$ cat config.mk
export PLATFORM = sky130hd
export DESIGN_NAME = dragon_body
export DESIGN_NICKNAME = d
export VERILOG_FILES = /design/src/rtl/dragon_body.sv
export SDC_FILE = /design/constraint.sdc
export NUM_CORES = 1
export LEC_CHECK = 0
export ABC_AREA = 1
export ABC_CLOCK_PERIOD_IN_PS = 6350
export CAP_MARGIN = 10
export CELL_PAD_IN_SITES_DETAIL_PLACEMENT = 1
export CELL_PAD_IN_SITES_GLOBAL_PLACEMENT = 1
export CORE_ASPECT_RATIO = 0.7
export CORE_MARGIN = 1.5
export CORE_UTILIZATION = 30
export CTS_CLUSTER_SIZE = 24
export DETAILED_ROUTE_END_ITERATION = 8
export DONT_BUFFER_PORTS = 1
export PLACE_DENSITY = 0.55
export SYNTH_ARGS = -nofsm -noshare
export SYNTH_HDL_FRONTEND = slang
export SYNTH_SLANG_ARGS = --single-unit
$ cat constraint.sdc
create_clock -name frame_clk -period 6.35 [get_ports frame_clk]
set_clock_uncertainty 0.15 [all_clocks]
set_input_delay 1.27 -clock frame_clk [delete_from_list [all_inputs] [get_ports frame_clk]]
set_output_delay 1.27 -clock frame_clk [all_outputs]
set_load 0.03 [all_outputs]
$ cat src/rtl/dragon_body.sv
// Dragon body: shift-register history of segment tiles behind the head, length
// management (grow / hurt / death) and registered collision flags.
// Optional macro DRAGON_BODY_DIR_EN adds per-segment direction storage.
module dragon_body #(
    parameter int         MAX_LEN   = 8,
    parameter int         INIT_LEN  = 3,
    parameter logic [7:0] SPAWN_LOC = 8'h88,
    parameter int         HURT_LOSS = 2
) (
    input  logic                       frame_clk,
    input  logic                       rst,
    input  logic                       move_en,
    input  logic [7:0]                 head_location,
    input  logic [1:0]                 head_direction,
    input  logic                       grow,
    input  logic                       hurt,
    input  logic [7:0]                 player_location,
    input  logic [$clog2(MAX_LEN)-1:0] seg_index,
    output logic [7:0]                 seg_location,
    output logic [1:0]                 seg_direction,
    output logic                       seg_active,
    output logic [3:0]                 body_length,
    output logic                       player_hit,
    output logic                       self_hit,
    output logic                       dead,
    output logic [1:0]                 body_state
);

    localparam logic [3:0] MAX_L  = 4'(MAX_LEN);
    localparam logic [3:0] INIT_L = 4'(INIT_LEN);
    localparam logic [1:0] LOSS_L = 2'(HURT_LOSS);

    typedef enum logic [1:0] {
        RUN    = 2'd0,
        SHRINK = 2'd1,
        DEAD   = 2'd2
    } state_t;

    state_t     state_q, state_d;
    logic [3:0] len_q, len_d;
    logic [1:0] pend_q, pend_d;
    logic [1:0] loss_q, loss_d;
    logic       player_hit_q, player_hit_d;
    logic       self_hit_q, self_hit_d;
    logic [7:0] seg_q [MAX_LEN];
    logic       shift_en;

    // Storage beyond the active length keeps shifting so growth reveals the old tail.
    assign shift_en = move_en && (state_q != DEAD);

    always_ff @(posedge frame_clk or posedge rst) begin
        if (rst) begin
            for (int i = 0; i < MAX_LEN; i++) begin
                seg_q[i] <= SPAWN_LOC;
            end
        end else if (shift_en) begin
            seg_q[0] <= head_location;
            for (int i = 1; i < MAX_LEN; i++) begin
                seg_q[i] <= seg_q[i-1];
            end
        end
    end

`ifdef DRAGON_BODY_DIR_EN
    logic [1:0] dir_q [MAX_LEN];

    always_ff @(posedge frame_clk or posedge rst) begin
        if (rst) begin
            for (int i = 0; i < MAX_LEN; i++) begin
                dir_q[i] <= 2'd0;
            end
        end else if (shift_en) begin
            dir_q[0] <= head_direction;
            for (int i = 1; i < MAX_LEN; i++) begin
                dir_q[i] <= dir_q[i-1];
            end
        end
    end

    assign seg_direction = dir_q[seg_index];
`else
    logic unused_head_direction;
    assign unused_head_direction = ^head_direction;
    assign seg_direction         = 2'b00;
`endif

    always_ff @(posedge frame_clk or posedge rst) begin
        if (rst) begin
            state_q      <= RUN;
            len_q        <= INIT_L;
            pend_q       <= 2'd0;
            loss_q       <= 2'd0;
            player_hit_q <= 1'b0;
            self_hit_q   <= 1'b0;
        end else begin
            state_q      <= state_d;
            len_q        <= len_d;
            pend_q       <= pend_d;
            loss_q       <= loss_d;
            player_hit_q <= player_hit_d;
            self_hit_q   <= self_hit_d;
        end
    end

    always_comb begin
        state_d = state_q;
        len_d   = len_q;
        pend_d  = pend_q;
        loss_d  = loss_q;
        unique case (state_q)
            RUN: begin
                // Hurt wins over a same-frame grow and discards any queued growth.
                if (hurt) begin
                    state_d = SHRINK;
                    loss_d  = LOSS_L;
                    pend_d  = 2'd0;
                end else if (move_en && (pend_q != 2'd0)) begin
                    if (len_q < MAX_L) begin
                        len_d  = len_q + 4'd1;
                        pend_d = grow ? pend_q : pend_q - 2'd1;
                    end else begin
                        pend_d = 2'd0;
                    end
                end else if (grow && (pend_q != 2'd3)) begin
                    pend_d = pend_q + 2'd1;
                end
            end
            SHRINK: begin
                len_d  = (len_q != 4'd0) ? len_q - 4'd1 : 4'd0;
                loss_d = hurt ? LOSS_L : ((loss_q != 2'd0) ? loss_q - 2'd1 : 2'd0);
                if (len_d == 4'd0) begin
                    state_d = DEAD;
                end else if (loss_d == 2'd0) begin
                    state_d = RUN;
                end
            end
            DEAD: begin
                len_d  = 4'd0;
                pend_d = 2'd0;
                loss_d = 2'd0;
            end
            default: begin
                state_d = RUN;
            end
        endcase
    end

    // Flags sample the pre-edge segments, so they lag the inputs by one frame.
    always_comb begin
        player_hit_d = 1'b0;
        self_hit_d   = 1'b0;
        for (int i = 0; i < MAX_LEN; i++) begin
            if (4'(i) < len_q) begin
                if (seg_q[i] == player_location) player_hit_d = 1'b1;
                if (seg_q[i] == head_location)   self_hit_d   = 1'b1;
            end
        end
        if (state_d == DEAD) begin
            player_hit_d = 1'b0;
            self_hit_d   = 1'b0;
        end
    end

    assign seg_location = seg_q[seg_index];
    assign seg_active   = (4'(seg_index) < len_q);
    assign body_length  = len_q;
    assign player_hit   = player_hit_q;
    assign self_hit     = self_hit_q;
    assign dead         = (state_q == DEAD);
    assign body_state   = state_q;

endmodule

==> out/metrics.yaml, run 1 <==
timing:
  max_freq_mhz: 234
  slew_headroom: 0.257
  tightest_slew_ns: 1.11
  period_needed_ns: 4.27
  setup_viol: 0
  slew_violations: 0
  rsz0062_at_grt: "no"
  final-hold-violation-count: 0
  tns_ns: 0
  post-route-period-util: 0.672
critical_path:
  end_kind: "output port"
  worstPathRequired_ns: 4.93
  cp_slowest_cell: "o21ai_0"
  cp_data_arrival_time_ns: 2.85
  start_kind: "input pin"
  crit_fanout: 39
  worstPathCellList: "inv_2, a21boi_0, o21a_1, o21ai_0"
  cpPeakStageDelay_ns: 0.79
  crit_type: "input pin to output port"
drt:
  drt_iter0_markers: 469
  drc: 0
  wl_per_cell_um: 20.4
  vias: 5739
  antenna_left: 0
  dr.pass1.iters: 7
  wirelength_um: 22700
  viasPerCell: 5.17
grt:
  grt_pass1_vias: 5678
  gr-max-usage-layer: "met1"
  grt_remaining_overflow: 0
  grt_pass1_wl_um: 34800
  grtUsageMet1: 0.367
  antenna_found_initial: 0
  grt_util_all_layers: 0.234
  grt_start_max_net_pins: 129
  met2_usage: 0.317
  use_met3: 0.0489
place:
  routabilityCongestion: 0.871
  dp_hpwl_um: 16800
  placement.io_buffers: 0
clock_network:
  postCtsHoldBufs: 0
  root_buffer: "clkbuf_16"
  cts_tree: "built"
  clock_path_buffers: 2
  cts_buffers: 9
  post_cts_buffers: 0
  clock_latency_ns: 0.36
  htree_levels: 3
  clkSinkCount: 76
  cts_resized: 0
  path_clk_slew_ns: 0.06
power:
  p_int_uw: 1570
  sw_frac_of_total: 0.481
  pwr-share-comb: 0.436
  power.switching_uw: 1450
  max-vdd-ir-drop_mv: 0.148
  clkPwrFrac: 0.210
  p_per_area_nw_per_um2: 483
  p_leak_uw: 0.00297
  pwr-share-seq: 0.354
  power_uw: 3020
layout:
  final_cell_mix: "nand2_1 (320), o21ai_0 (109), inv_1 (102), nor2_1 (64), dfrtp_1 (58)"
  drive_above_1_share: 0.0565
  final_common_cell: "nand2_1"
  area_growth_syn_to_layout_pct: 8.54
  multi_input_area_um2: 3240
  seqCellArea_um2: 1920
  fill_cells: 2407
  fin_nets: 901
  antenna_cells: 0
synth:
  synth-main-ff-cell: "dfrtp_1"
  yosysWarnings: 0
  ys_seq_elements: 76
  synth-edff-count: 0
  syn-cell-area_um2: 5760
  synthArstFlopShare: 1.00
  ys_types: 33
  seq_area_frac_synth: 0.334
  synth_largest_area_cell: "dfrtp_1"
  synth_top_area_frac: 0.252
  ys_top_cells_by_area: "dfrtp_1 (25%), nand2_1 (21%), o21ai_0 (9.5%), dfstp_2 (8.2%), inv_1 (6.7%)"
  syn-mean-instance-area_um2: 6.47
  syn_inst: 890
floorplan:
  die_w_um: 169
  core_area_um2: 18900
  dieArea_um2: 20100
  rows: 42
  num_io_pins: 46
  die_h_um: 119
  initial_core_util: 0.305
job:
  cap_violations: 0
run_status:
  outcome: "finished, final reports clean"
min_path:
  hold_class: "flop to flop"
[registers in the layout, indices dropped and copies added (netlist names)]
name         cells
body_length      4
body_state       2
loss_q           2
pend_q           2
player_hit       1
seg_q           64
self_hit         1
[power by group through the flow]
stage                     sequential [µW]  combinational [µW]  clock (µW)
after CTS                            1070                1310         650
after global routing                 1110                1490         666
after detailed placement             1070                1300           0
after global placement               1060                1250           0
after floorplan                       965                 974           0
final                                1070                1320         635
[cells in the mapped netlist (11+ instances only)]
cell and instances:
a21oi_1 30, buf_2 12, buf_4 11, clkbuf_1 17, dfrtp_1 58, dfstp_2 18
ha_1 12, inv_1 103, nand2_1 321, nand3_1 23, nand4_1 24, nor2_1 64
o21ai_0 109, xnor2_1 23, xor2_1 21
[through the flow]
stage | hold WS [ns] | instances | utilization | setup slack [ns] | area, µm²
after global routing | 0.386 | 1110 | 0.331 | 2.03 | 6250
final | 0.365 | 1110 | 0.331 | 2.08 | 6250
after CTS | 0.367 | 1109 | 0.330 | 2.12 | 6220
after detailed placement | 0.352 | 1093 | 0.311 | 2.12 | 5870
after global placement | 0.341 | 1093 | 0.311 | 2.14 | 5870
after floorplan | 0.325 | 891 | - | 2.43 | 5760
[final timing paths]
kind	start	endpoint	slack (ns)	depth (start not counted)
setup / recovery	seg_index[0]	seg_active	2.08	4
hold / removal	seg_q[27]$_DFFE_PP1P_	seg_q[27]$_DFFE_PP1P_	0.36	2
setup reg to reg	body_state[0]$_DFF_PP0_	seg_q[38]$_DFFE_PP0P_	3.70	7
hold reg to reg	seg_q[27]$_DFFE_PP1P_	seg_q[27]$_DFFE_PP1P_	0.36	2
max in group asynchronous	rst	seg_q[17]$_DFFE_PP0P_	4.27	2
min in group asynchronous	rst	seg_q[52]$_DFFE_PP0P_	0.71	1
[cell families after synthesis]
kind of cell	Yosys count	share of synthesized area
xor+xnor	44	0.0669
flops	76	0.334
compound gates	169	0.161
buf+inv	148	0.106
fa+ha+maj	12	0.0261
simple gates	440	0.306
other cells	1	0.000651
[routing by layer]
metal	part of all wire	wire (µm)	up-vias
li1	-	-	2770
met1	0.54	12200	2831
met2	0.40	9000	122
met3	0.052	1180	16
met4	0.011	243	0
met5	0	0	-
[area by class of cell]
cell class | count | share of cell area
Sequential cell | 76 | 0.308
Clock inverter | 4 | 0.0152
Clock buffer | 12 | 0.0410
Inverter | 107 | 0.0644
Tap cell | 242 | 0.0484
Multi-Input combinational cell | 667 | 0.518
Timing Repair Buffer | 2 | 0.00560
[critical path, delay by kind of cell]
family,cells,cell delay [ns]
AOI/OAI and AO/OA,3,1.17
buffers and inverters,1,0.38
Power figures use the tool's default switching activity.
==> inputs of run 2 (changes only) <==
ABC_CLOCK_PERIOD_IN_PS = 4400   (was 6350)
clock period = 4.4 ns   (was 6.35 ns; I/O delays follow)
==> out/metrics.yaml, run 2 (same netlist as run 1, synthesis figures left out) <==
run_status:
  outcome: "finished, final reports clean"  # unchanged
grt:
  antenna_found_initial: 0  # unchanged
  grt_start_max_net_pins: 95  # was 129
  grt_pass1_wl_um: 34700  # was 34,800 µm
  grt_remaining_overflow: 0  # unchanged
  grt_util_all_layers: 0.232  # was 0.234
  grt_pass1_vias: 5647  # was 5,678
timing:
  worst_slack_ns: 1.15  # was 2.08 ns
  slew_headroom: 0.307  # was 0.257
  tns_ns: 0  # unchanged
  max_freq_mhz: 308
  post-route-period-util: 0.738
  period_needed_ns: 3.25
  rsz0062_at_grt: "no"  # unchanged
  setup_viol: 0  # unchanged
  slew_violations: 0  # unchanged
  final-hold-violation-count: 0  # unchanged
  tightest_slew_ns: 1.04  # was 1.11 ns
job:
  cap_violations: 0  # unchanged
place:
  place_area_um2: 5910  # was 5870 µm²
  placement.io_buffers: 0  # unchanged
  routabilityCongestion: 0.854  # was 0.871
  dp_slack_ns: 1.16  # was 2.12 ns
  dp_hpwl_um: 16900  # was 16,800 µm
  dp_cells: 1098  # was 1,093
clock_network:
  root_buffer: "clkbuf_16"  # unchanged
  cts_resized: 0  # unchanged
  post_cts_buffers: 0  # unchanged
  clock_path_buffers: 2  # unchanged
  cts_tree: "built"  # unchanged
  clock_latency_ns: 0.35  # was 0.36 ns
  clkSinkCount: 76  # unchanged
  postCtsHoldBufs: 0  # unchanged
  htree_levels: 3  # unchanged
  cts_buffers: 9  # unchanged
  path_clk_slew_ns: 0.07  # was 0.06 ns
layout:
  final_cells: 1114  # was 1,110
  final_cell_area_um2: 6210  # was 6250 µm²
  fin_nets: 905  # was 901
  drive_above_1_share: 0.0608  # was 0.0565
  largest-register: "seg_q"  # unchanged
  final_common_cell: "nand2_1"  # unchanged
  utilization: 0.329  # was 0.331
  final_cell_mix: "nand2_1 (320), o21ai_0 (109), inv_1 (102), nor2_1 (64), dfrtp_1 (58)"  # unchanged
  antenna_cells: 0  # unchanged
  area_growth_syn_to_layout_pct: 7.73  # was 8.54%
  largest_reg_flops: 64  # unchanged
drt:
  drc: 0  # unchanged
  antenna_left: 0  # unchanged
  viasPerCell: 5.09  # was 5.17
  wirelength_um: 22300  # was 22,700 µm
  dr.pass1.iters: 5  # was 7
  drt_iter0_markers: 401  # was 469
  vias: 5673  # was 5,739
  wl_per_cell_um: 20.0  # was 20.4 µm
floorplan:
  dieArea_um2: 20100  # unchanged
  core_area_um2: 18900  # unchanged
  die_w_um: 169  # unchanged
  initial_core_util: 0.305  # unchanged
  die_h_um: 119  # unchanged
  rows: 42  # unchanged
  num_io_pins: 46  # unchanged
critical_path:
  crit_fanout: 39  # unchanged
  start_kind: "input pin"  # unchanged
  worstPathRequired_ns: 3.37  # was 4.93 ns
  cp_data_arrival_time_ns: 2.22  # was 2.85 ns
  end_kind: "output port"  # unchanged
  crit_type: "input pin to output port"  # unchanged
power:
  p_per_area_nw_per_um2: 683  # was 483 nW/µm²
  max-vdd-ir-drop_mv: 0.219  # was 0.148 mV
  p_leak_uw: 0.00296  # was 0.00297 µW
min_path:
  hold_class: "flop to flop"  # unchanged
-- run 2: cell types whose count changed in the layout (fill, tap and decap cells not counted) --
cell        change
buf_4           +5
bufinv_16       -2
clkinv_2        +2
buf_16          -1
clkbuf_8        -1
clkinvlp_4      +1
-- run 2: critical path, stage by stage --
cell and delay [ns]:
inv_2 0.35, nor2_1 0.07, o21ai_0 0.21, a21oi_1 0.07, a31oi_1 0.62
-- run 2: metal layers --
| layer | up-vias | wire, µm | GRT usage | share of wire |
|---|---|---|---|---|
| met5 | - | 0 | 0 | 0 |
| met4 | 0 | 203 | 0.0430 | 0.0091 |
| met3 | 9 | 1040 | 0.0482 | 0.046 |
| met2 | 94 | 8780 | 0.318 | 0.39 |
| met1 | 2798 | 12300 | 0.367 | 0.55 |
| li1 | 2772 | - | - | - |
-- run 2: power breakdown --
group          internal [µW]  leakage, µW  total [µW]  switching [µW]
Combinational            628      0.00188        1920            1290
Clock                    453     0.000145         776             324
Sequential              1060     0.000934        1550             489
Total                   2140      0.00296        4240            2100
-- run 2: final cells by class --
type | instances | area, µm²
Clock buffer | 11 | 243
Clock inverter | 5 | 52.6
Fill cell | 2407 | 12700
Inverter | 107 | 403
Multi-Input combinational cell | 667 | 3240
Sequential cell | 76 | 1920
Tap cell | 242 | 303
Timing Repair Buffer | 6 | 45.0
-- run 2: path summary, 6_finish.rpt --
| path | cells past startpoint | slack (ns) | start | endpoint |
|---|---|---|---|---|
| worst max-delay path | 5 | 1.15 | seg_index[0] | seg_location[1] |
| max in group asynchronous | 2 | 2.68 | rst | seg_q[35]$_DFFE_PP1P_ |
| worst max register to register | 7 | 1.50 | body_state[0]$_DFF_PP0_ | seg_q[17]$_DFFE_PP0P_ |
| worst min-delay path | 2 | 0.37 | seg_q[35]$_DFFE_PP1P_ | seg_q[35]$_DFFE_PP1P_ |
| worst min register to register | 2 | 0.37 | seg_q[35]$_DFFE_PP1P_ | seg_q[35]$_DFFE_PP1P_ |
| min in group asynchronous | 1 | 0.47 | rst | seg_q[2]$_DFFE_PP0P_ |
-- run 2: stage by stage --
stage / total power [µW] / hold WS, ns
2_1_floorplan: 2800 / 0.325
3_3_place_gp: 3380 / 0.341
3_5_place_dp: 3450 / 0.359
4_1_cts: 4260 / 0.369
5_1_grt: 4610 / 0.381
6_report: 4240 / 0.366
==> inputs of run 3 (changes only) <==
ABC_CLOCK_PERIOD_IN_PS = 2620   (was 4400)
PLACE_DENSITY = 0.57   (was 0.55)
clock period = 2.62 ns   (was 4.4 ns; I/O delays follow)
==> out/metrics.yaml, run 3 (same netlist as run 1, synthesis figures left out) <==
timing:
  hold_ws_ns: 0.258  # was 0.366 ns
  max_freq_mhz: 395
  slew_headroom: 0.557  # was 0.307
  slew_violations: 0  # unchanged
  final-hold-violation-count: 0  # unchanged
  post-route-period-util: 0.966
  rsz0062_at_grt: "no"  # unchanged
  setup_viol: 0  # unchanged
  period_needed_ns: 2.53
  tns_ns: 0  # unchanged
  tightest_slew_ns: 0.664  # was 1.04 ns
min_path:
  min_path_cells: 3  # was 2
  min_delay_worst_endpoint: "loss_q[0]$_DFFE_PP0P_"  # was seg_q[35]$_DFFE_PP1P_
  hold_start: "hurt"  # was seg_q[35]$_DFFE_PP1P_
  hold_class: "input pin to flop"  # was flop to flop
place:
  dp_cells: 1111  # was 1,098
  dp_hpwl_um: 16400  # was 16,900 µm
  placement.io_buffers: 0  # unchanged
  routabilityCongestion: 0.828  # was 0.854
layout:
  final_cell_mix: "nand2_1 (320), o21ai_0 (108), inv_1 (102), nor2_1 (64), dfrtp_1 (58)"  # was nand2_1 (320), o21ai_0 (109), inv_1 (102), nor2_1 (64), dfrtp_1 (58)
  fin_nets: 919  # was 905
  largest-register: "seg_q"  # unchanged
  final_common_cell: "nand2_1"  # unchanged
  multi_input_area_um2: 3240  # unchanged
  largest_reg_flops: 64  # unchanged
  seqCellArea_um2: 1920  # unchanged
  antenna_cells: 0  # unchanged
  final_cells: 1128  # was 1,114
  area_growth_syn_to_layout_pct: 10.2  # was 7.73%
  utilization: 0.337  # was 0.329
  fill_cells: 2403  # was 2,407
  drive_above_1_share: 0.0745  # was 0.0608
floorplan:
  die_h_um: 119  # unchanged
  dieArea_um2: 20100  # unchanged
  initial_core_util: 0.305  # unchanged
  rows: 42  # unchanged
  core_area_um2: 18900  # unchanged
  num_io_pins: 46  # unchanged
  die_w_um: 169  # unchanged
critical_path:
  rr_endpoint: "self_hit$_DFF_PP0_"  # was seg_q[17]$_DFFE_PP0P_
  end_kind: "output port"  # unchanged
  start_kind: "flop"  # was input pin
  crit_type: "flop to output port"  # was input pin to output port
  reg2reg_slack_ns: 0.46  # was 1.50 ns
  worstPathRequired_ns: 1.95  # was 3.37 ns
  crit_fanout: 3  # was 39
  rr_startpoint: "body_length[1]$_DFFE_PP1P_"  # was body_state[0]$_DFF_PP0_
  cp_data_arrival_time_ns: 1.86  # was 2.22 ns
  r2r_cells: 10  # was 7
clock_network:
  cts_buffers: 9  # unchanged
  clock_path_buffers: 2  # unchanged
  path_clk_slew_ns: 0.06  # was 0.07 ns
  post_cts_buffers: 0  # unchanged
  clock_latency_ns: 0.35  # about the same
  htree_levels: 3  # unchanged
  clkSinkCount: 76  # unchanged
  root_buffer: "clkbuf_16"  # unchanged
  cts_tree: "built"  # unchanged
power:
  p_leak_uw: 0.00303  # was 0.00296 µW
  sw_frac_of_total: 0.483  # was 0.496
  clkPwrFrac: 0.192  # was 0.183
  power.switching_uw: 3480  # was 2100 µW
  p_per_area_nw_per_um2: 1140  # was 683 nW/µm²
  pwr-share-comb: 0.462  # was 0.452
  pwr-share-seq: 0.345  # was 0.365
  p_int_uw: 3730  # was 2140 µW
  max-vdd-ir-drop_mv: 0.364  # was 0.219 mV
drt:
  drt_iter0_markers: 389  # was 401
  dr.pass1.iters: 5  # unchanged
  drc: 0  # unchanged
  vias: 5648  # was 5,673
  wirelength_um: 22000  # was 22,300 µm
  antenna_left: 0  # unchanged
  viasPerCell: 5.01  # was 5.09
  wl_per_cell_um: 19.5  # was 20.0 µm
grt:
  grt_pass1_vias: 5416  # was 5,647
  antenna_found_initial: 0  # unchanged
  grt_pass1_wl_um: 34000  # was 34,700 µm
  grt_remaining_overflow: 0  # unchanged
  grt_util_all_layers: 0.229  # was 0.232
  grt_start_max_net_pins: 74  # was 95
run_status:
  outcome: "finished, final reports clean"  # unchanged
job:
  cap_violations: 0  # unchanged
## run 3: area by class of cell
type / count / area share
flip-flops and latches: 76 / 0.303
well taps: 242 / 0.0477
multi-input cells: 667 / 0.510
inverters: 107 / 0.0635
clock inverters: 6 / 0.0140
clock buffers: 10 / 0.0361
repair buffers: 20 / 0.0260
## run 3: critical path: stages, from the launching register on
cell	delay, ns
dfstp_2	0.52
inv_1	0.07
ha_1	0.27
a21boi_0	0.12
o21a_1	0.20
o21ai_1	0.14
buf_4	0.18
## run 3: worst max path at each step
stage                     slack (ns)                          to                       start  cells after the start
after floorplan                 0.04  body_length[2]$_DFFE_PP0P_                         rst                      1
after global placement          0.27             seg_location[7]                seg_index[0]                      5
after detailed placement        0.26             seg_location[7]                seg_index[0]                      5
after CTS                       0.08                  seg_active  body_length[1]$_DFFE_PP1P_                      6
after global routing           0.005             seg_location[3]       seg_q[27]$_DFFE_PP1P_                      5
final                           0.09                  seg_active  body_length[1]$_DFFE_PP1P_                      6
## run 3: timing repair
item | 4_1_cts | 5_1_grt
hold buffers | 1 | 0
hold endpoints to repair | 8 | 0
resized for setup | 0 | 0
## run 3: per-stage QoR
step / instance area [µm²] / setup WS [ns] / power, µW
global route: 6350 / 0.00466 / 7840
finish: 6350 / 0.0890 / 7220
detailed placement: 6020 / 0.259 / 5810
CTS: 6350 / 0.0773 / 7250
global placement: 6020 / 0.272 / 5770
floorplan: 5760 / 0.0375 / 4700
## run 3: power groups by stage
stage | combinational, µW | sequential (µW) | clock, µW
CTS | 3340 | 2480 | 1440
floorplan | 2360 | 2340 | 0
global placement | 3280 | 2490 | 0
global route | 3780 | 2590 | 1470
finish | 3340 | 2490 | 1390
detailed placement | 3310 | 2500 | 0
## run 3: per-layer routing
| metal | global-route usage | wire length [µm] | part of all wire |
|---|---|---|---|
| met3 | 0.0475 | 1080 | 0.049 |
| met1 | 0.373 | 12200 | 0.55 |
| met2 | 0.297 | 8470 | 0.39 |
| met4 | 0.0474 | 252 | 0.011 |
| met5 | 0 | 0 | 0 |
